$ cat config.mk
export PLATFORM = sky130hd
export DESIGN_NAME = stream_mux_n
export DESIGN_NICKNAME = d
export VERILOG_FILES = /design/src/rtl/mux_pkg.sv /design/src/rtl/rr_arbiter.sv /design/src/rtl/stream_mux_n.sv
export SDC_FILE = /design/constraint.sdc
export NUM_CORES = 1
export LEC_CHECK = 0
export CAP_MARGIN = 20
export CORE_MARGIN = 1
export CORE_UTILIZATION = 30
export CTS_BUF_LIST = sky130_fd_sc_hd__clkbuf_8
export DETAILED_ROUTE_END_ITERATION = 8
export PLACE_DENSITY = 0.81
export SLEW_MARGIN = 20
export SYNTH_ARGS = -nofsm -noshare
export SYNTH_HDL_FRONTEND = slang
export SYNTH_SLANG_ARGS = --single-unit
$ cat constraint.sdc
create_clock -name clk -period 2.5 [get_ports clk]
set_input_delay 0.25 -clock clk [delete_from_list [all_inputs] [get_ports clk]]
set_output_delay 0.25 -clock clk [all_outputs]
set_load 0.05 [all_outputs]
$ cat src/rtl/mux_pkg.sv
// Shared constants and the select-width helper for the stream mux family.
package mux_pkg;

   localparam int DEF_WIDTH    = 8;
   localparam int DEF_CHANNELS = 4;

   // Ceiling log2 with a floor of one bit, so a 1-wide select still exists.
   function automatic int sel_width(input int n);
      int w;
      w = $clog2(n);
      return (w < 1) ? 1 : w;
   endfunction

endpackage

$ cat src/rtl/rr_arbiter.sv
// Round-robin arbiter: grants the first requester after the last granted channel.
// Grant is combinational from req and ptr; ptr advances only when update is high.
module rr_arbiter
   import mux_pkg::*;
#(
   parameter int CHANNELS = DEF_CHANNELS,
   localparam int SEL_W = sel_width(CHANNELS)
) (
   input  logic                clk,
   input  logic                rst,
   input  logic [CHANNELS-1:0] req,
   input  logic                update,
   output logic [SEL_W-1:0]    grant,
   output logic                grant_vld
);

   logic [SEL_W-1:0] ptr;
   int idx;

   always_comb begin
      grant     = '0;
      grant_vld = 1'b0;
      idx       = 0;
      for (int k = 1; k <= CHANNELS; k++) begin
         idx = (int'(ptr) + k) % CHANNELS;
         if (!grant_vld && req[idx]) begin
            grant     = SEL_W'(idx);
            grant_vld = 1'b1;
         end
      end
   end

   // Reset to the last channel so channel 0 is searched first.
   always_ff @(posedge clk) begin
      if (rst)
         ptr <= SEL_W'(CHANNELS - 1);
      else if (update)
         ptr <= grant;
   end

endmodule

$ cat src/rtl/stream_mux_n.sv
// Registered N:1 stream mux with valid/ready on every port; 1-cycle latency.
// Selection is external (sel) by default, or round-robin when STREAM_MUX_RR_EN is defined.
module stream_mux_n
   import mux_pkg::*;
#(
   parameter int WIDTH    = DEF_WIDTH,
   parameter int CHANNELS = DEF_CHANNELS,
   localparam int SEL_W = sel_width(CHANNELS)
) (
   input  logic                      clk,
   input  logic                      rst,
   input  logic [CHANNELS*WIDTH-1:0] in_data,
   input  logic [CHANNELS-1:0]       in_valid,
   output logic [CHANNELS-1:0]       in_ready,
   input  logic [SEL_W-1:0]          sel,
   output logic [WIDTH-1:0]          out_data,
   output logic                      out_valid,
   input  logic                      out_ready,
   output logic [SEL_W-1:0]          out_chan
);

   logic             load_en;
   logic             cand_vld;
   logic             xfer;
   logic [SEL_W-1:0] cand;
   logic [WIDTH-1:0] cand_data;

   assign load_en = !out_valid || out_ready;

`ifdef STREAM_MUX_RR_EN
   logic unused_sel;
   assign unused_sel = ^sel;

   rr_arbiter #(.CHANNELS(CHANNELS)) u_arb (
      .clk       (clk),
      .rst       (rst),
      .req       (in_valid),
      .update    (xfer),
      .grant     (cand),
      .grant_vld (cand_vld)
   );
`else
   // Out-of-range selects (non-power-of-2 CHANNELS) name no channel.
   assign cand     = sel;
   assign cand_vld = (32'(sel) < 32'(CHANNELS));
`endif

   always_comb begin
      in_ready  = '0;
      cand_data = '0;
      for (int i = 0; i < CHANNELS; i++) begin
         if (32'(cand) == 32'(i)) begin
            cand_data   = in_data[i*WIDTH +: WIDTH];
            in_ready[i] = !rst && load_en && cand_vld;
         end
      end
   end

   assign xfer = |(in_valid & in_ready);

   always_ff @(posedge clk) begin
      if (rst) begin
         out_valid <= 1'b0;
         out_data  <= '0;
         out_chan  <= '0;
      end else if (xfer) begin
         out_valid <= 1'b1;
         out_data  <= cand_data;
         out_chan  <= cand;
      end else if (out_ready) begin
         out_valid <= 1'b0;
      end
   end

endmodule
==> key figures <==
Outcome
  • Status: completed

Final layout
  • Fillcell total: 196
  • Antenna diode count: 0
  • Multi-input logic area: around 450 sq um
  • Final core occ: approximately three fifths
  • P&R area growth vs syn: 90.9%
  • Share of layout cells above drive strength 1: 17.5%
  • Final Cell Area: ~1400 sq um
  • Seq. cell area: roughly 220 sq um
  • Final net count: 168
  • Final non-filler cell total: about 150

Floorplanning
  • Row cnt: 17
  • Die Area: 2580 sq um
  • Die Ht: 50.8 um
  • Die Wd: 50.8 um
  • Top-level port count: 56
  • Core Area: around 2200 sq um
  • Initial Util: 32.0%

Clock network
  • Post-CTS setup buffers: 0
  • CTS H-tree depth: 1
  • Clk sinks: 11
  • TritonCTS Buffers: 3
  • Reg clk slew, reported paths: 0.05 ns
  • Cts hold-fix bufs: 0
  • Max Root-Sink Buffers: 2
  • Clock latency on the worst-skew pair: 0.24 ns
  • Clock Tree Root: clkbuf_8
  • # resized after CTS: 0
  • TritonCTS clock tree: done

Setup path
  • R2R Setup Slk: roughly 0.94 ns
  • R2r worst-path depth: 4
  • Crit. End Element: primary output
  • Setup CP Type: in2out
  • Critical Path RT: 2.25 ns
  • R2r endpoint: out_chan[0]
  • Worst Path Max Fanout: 9
  • CP arrival: 1.69 ns
  • Crit start category: primary input
  • Reg2Reg Launch Point: out_valid

Timing
  • Skew final: 0.00296 ns
  • Hold slack: 0.464 ns
  • Final Slew Violations: 0
  • Unrepaired setup endpoints after global routing: false
  • Slew HR: 63.6%
  • Final min period: slightly below 2 ns
  • Worst Tran Pin Value: 0.538 ns
  • Hold Vio Cnt, Final: 0
  • Final setup fails: 0
  • Post-route clock period utilization: just under 80%
  • Max Freq: 515 MHz

Detailed routing
  • Via density: 5.34
  • Final ANT Viol Nets: 0
  • First drt pass iteration count: 4
  • Vias post-DR: 822
  • DRC: 0
  • Starting DRC count in detailed routing: 11
  • Total Wirelength: 2.13 mm
  • Average wire per standard cell: between 10 and 15 um

Synth
  • Ys Warns: 0
  • Syn_nets: 111
  • Post-Syn Instances: 70
  • Synth cell types: 23
  • Syn Std Cell Area: 714 sq um
  • Post-Syn Area per Cell: 10.2 sq um
  • Synth Register Bits: 11
  • Sequential fraction of the synthesis area: 30.8%

Power
  • Gate power share: 40.2%
  • Power density cells: ~460 nW/um^2
  • Clk pwr share: 28.4%
  • Worst VDD drop: 347 uV
  • Net Sw Frac: 32.1%
  • Int Power: 430 uW
  • Psw: 203 uW
  • Sequential share of power: roughly a third
  • Leak pwr: 0.486 nW

Global routing
  • Global-route wire length before repair: about 3.4 mm
  • Layer with the highest usage: met2
  • Met3 GRT Util: 7.58%
  • GRT overflow: 0
  • Number of global-route vias before repair: 783
  • Met1 Use GR: 19.9%
  • Initial antenna violation count: 0
  • GRT Total Usage: roughly 18%
  • Pin count of the biggest net entering global routing: 15
  • M2 GR Usage: 30.7%

Job
  • Max_cap viols: 0

Min path
  • WHS Endpoint: out_data[5]
  • Hold path start: out_data[5]
  • Hold Crit Class: reg2reg
  • Hold depth: 2

Place
  • Placed instance area: 1320 sq um
  • Port buffer count: 55
  • Gpl congestion: just over 0.7
  • Dpl hpwl: around 1.7 mm
  • Post-Place Cells: 150
## cell usage after synthesis
library cell / number / area [sq um]
mux2_4: 1 / 15.0
inv_1: 1 / 3.75
mux2i_2: 1 / 13.8
buf_6: 2 / 22.5
nor2_1: 1 / 3.75
nor3_4: 1 / 16.3
clkbuf_1: 1 / 3.75
and3_1: 1 / 6.26
o21ai_0: 1 / 5.00
or3_1: 1 / 6.26
buf_2: 2 / 10.0
a21oi_1: 10 / 50.1
nand2_1: 1 / 3.75
a21oi_2: 1 / 8.76
nor4_1: 2 / 12.5
nand2b_1: 1 / 6.26
mux4_2: 8 / 180
nand3_1: 10 / 50.1
dfxtp_1: 11 / 220
nor4b_1: 2 / 17.5
buf_4: 1 / 7.51
o21ai_1: 9 / 45.0
nor2b_1: 1 / 6.26
## routing by layer
layer / wire (um) / part of all wire [%]
met5: 0 / 0
met4: 63 / 3.0
met1: 758 / 36
met3: 157 / 7.4
met2: 1150 / 54
## cell families (layout without fill, tap and decap cells)
family	count (synthesis)	after routing	share of synthesized area [%]
AOI/OAI and AO/OA	21	21	15.2
and+or+nand+nor	21	21	18.0
DFF	11	11	30.8
muxes	10	10	29.2
buffers and inverters	7	63	6.65
## state kept, by name, indices dropped and copies added (netlist names)
name	count
out_chan	2
out_data	8
out_valid	1
## area by class of cell
class	count	share of cell area, %
repair buffers	58	45.0
flip-flops and latches	11	16.1
well taps	28	2.57
multi-input cells	52	32.8
inverters	1	0.275
clock inverters	1	0.275
clock buffers	3	3.03
## worst max-delay path by stage
stage              start           to
3_3_place_gp      sel[0]  out_data[1]
3_5_place_dp      sel[0]  out_chan[0]
4_1_cts           sel[0]  in_ready[3]
5_1_grt           sel[0]  in_ready[3]
6_report          sel[0]  in_ready[3]
2_1_floorplan  out_valid  in_ready[1]
## power groups by stage
stage                     Clock, mW  Combinational, mW  Sequential (mW)
after CTS                     0.186              0.255            0.199
after global placement            0              0.250            0.202
after detailed placement          0              0.254            0.202
final                         0.180              0.254            0.199
after global routing          0.195              0.267            0.201
after floorplan                   0             0.0884            0.253
## cell usage in the layout (no fill, tap or decap), drive strengths merged
| master | instances |
|---|---|
| clkdlybuf4s50 | 51 |
| dfxtp | 11 |
| a21oi | 11 |
| nand3 | 10 |
| o21ai | 10 |
| mux4 | 8 |
| buf | 7 |
| clkbuf | 3 |
| inv | 2 |
| nor4 | 2 |
| nor4b | 2 |
| nor2b | 1 |
| mux2i | 1 |
| or3 | 1 |
| nand2b | 1 |
| mux2 | 1 |
| nor3 | 1 |
| and3 | 1 |
| nand2 | 1 |
| nor2 | 1 |
## stage by stage
| step | setup TNS [ns] | total power [mW] | setup slack [ns] |
|---|---|---|---|
| 3_5_place_dp | 0 | 0.456 | 0.450 |
| 4_1_cts | 0 | 0.640 | 0.548 |
| 6_report | 0 | 0.632 | 0.559 |
| 2_1_floorplan | -0.269 | 0.341 | -0.134 |
| 5_1_grt | 0 | 0.663 | 0.482 |
| 3_3_place_gp | 0 | 0.452 | 0.481 |
## critical path, cell delays in order
cell and delay, ns:
clkdlybuf4s50_1 0.72, nor4b_1 0.51, buf_12 0.21
Power figures use the tool's default switching activity.
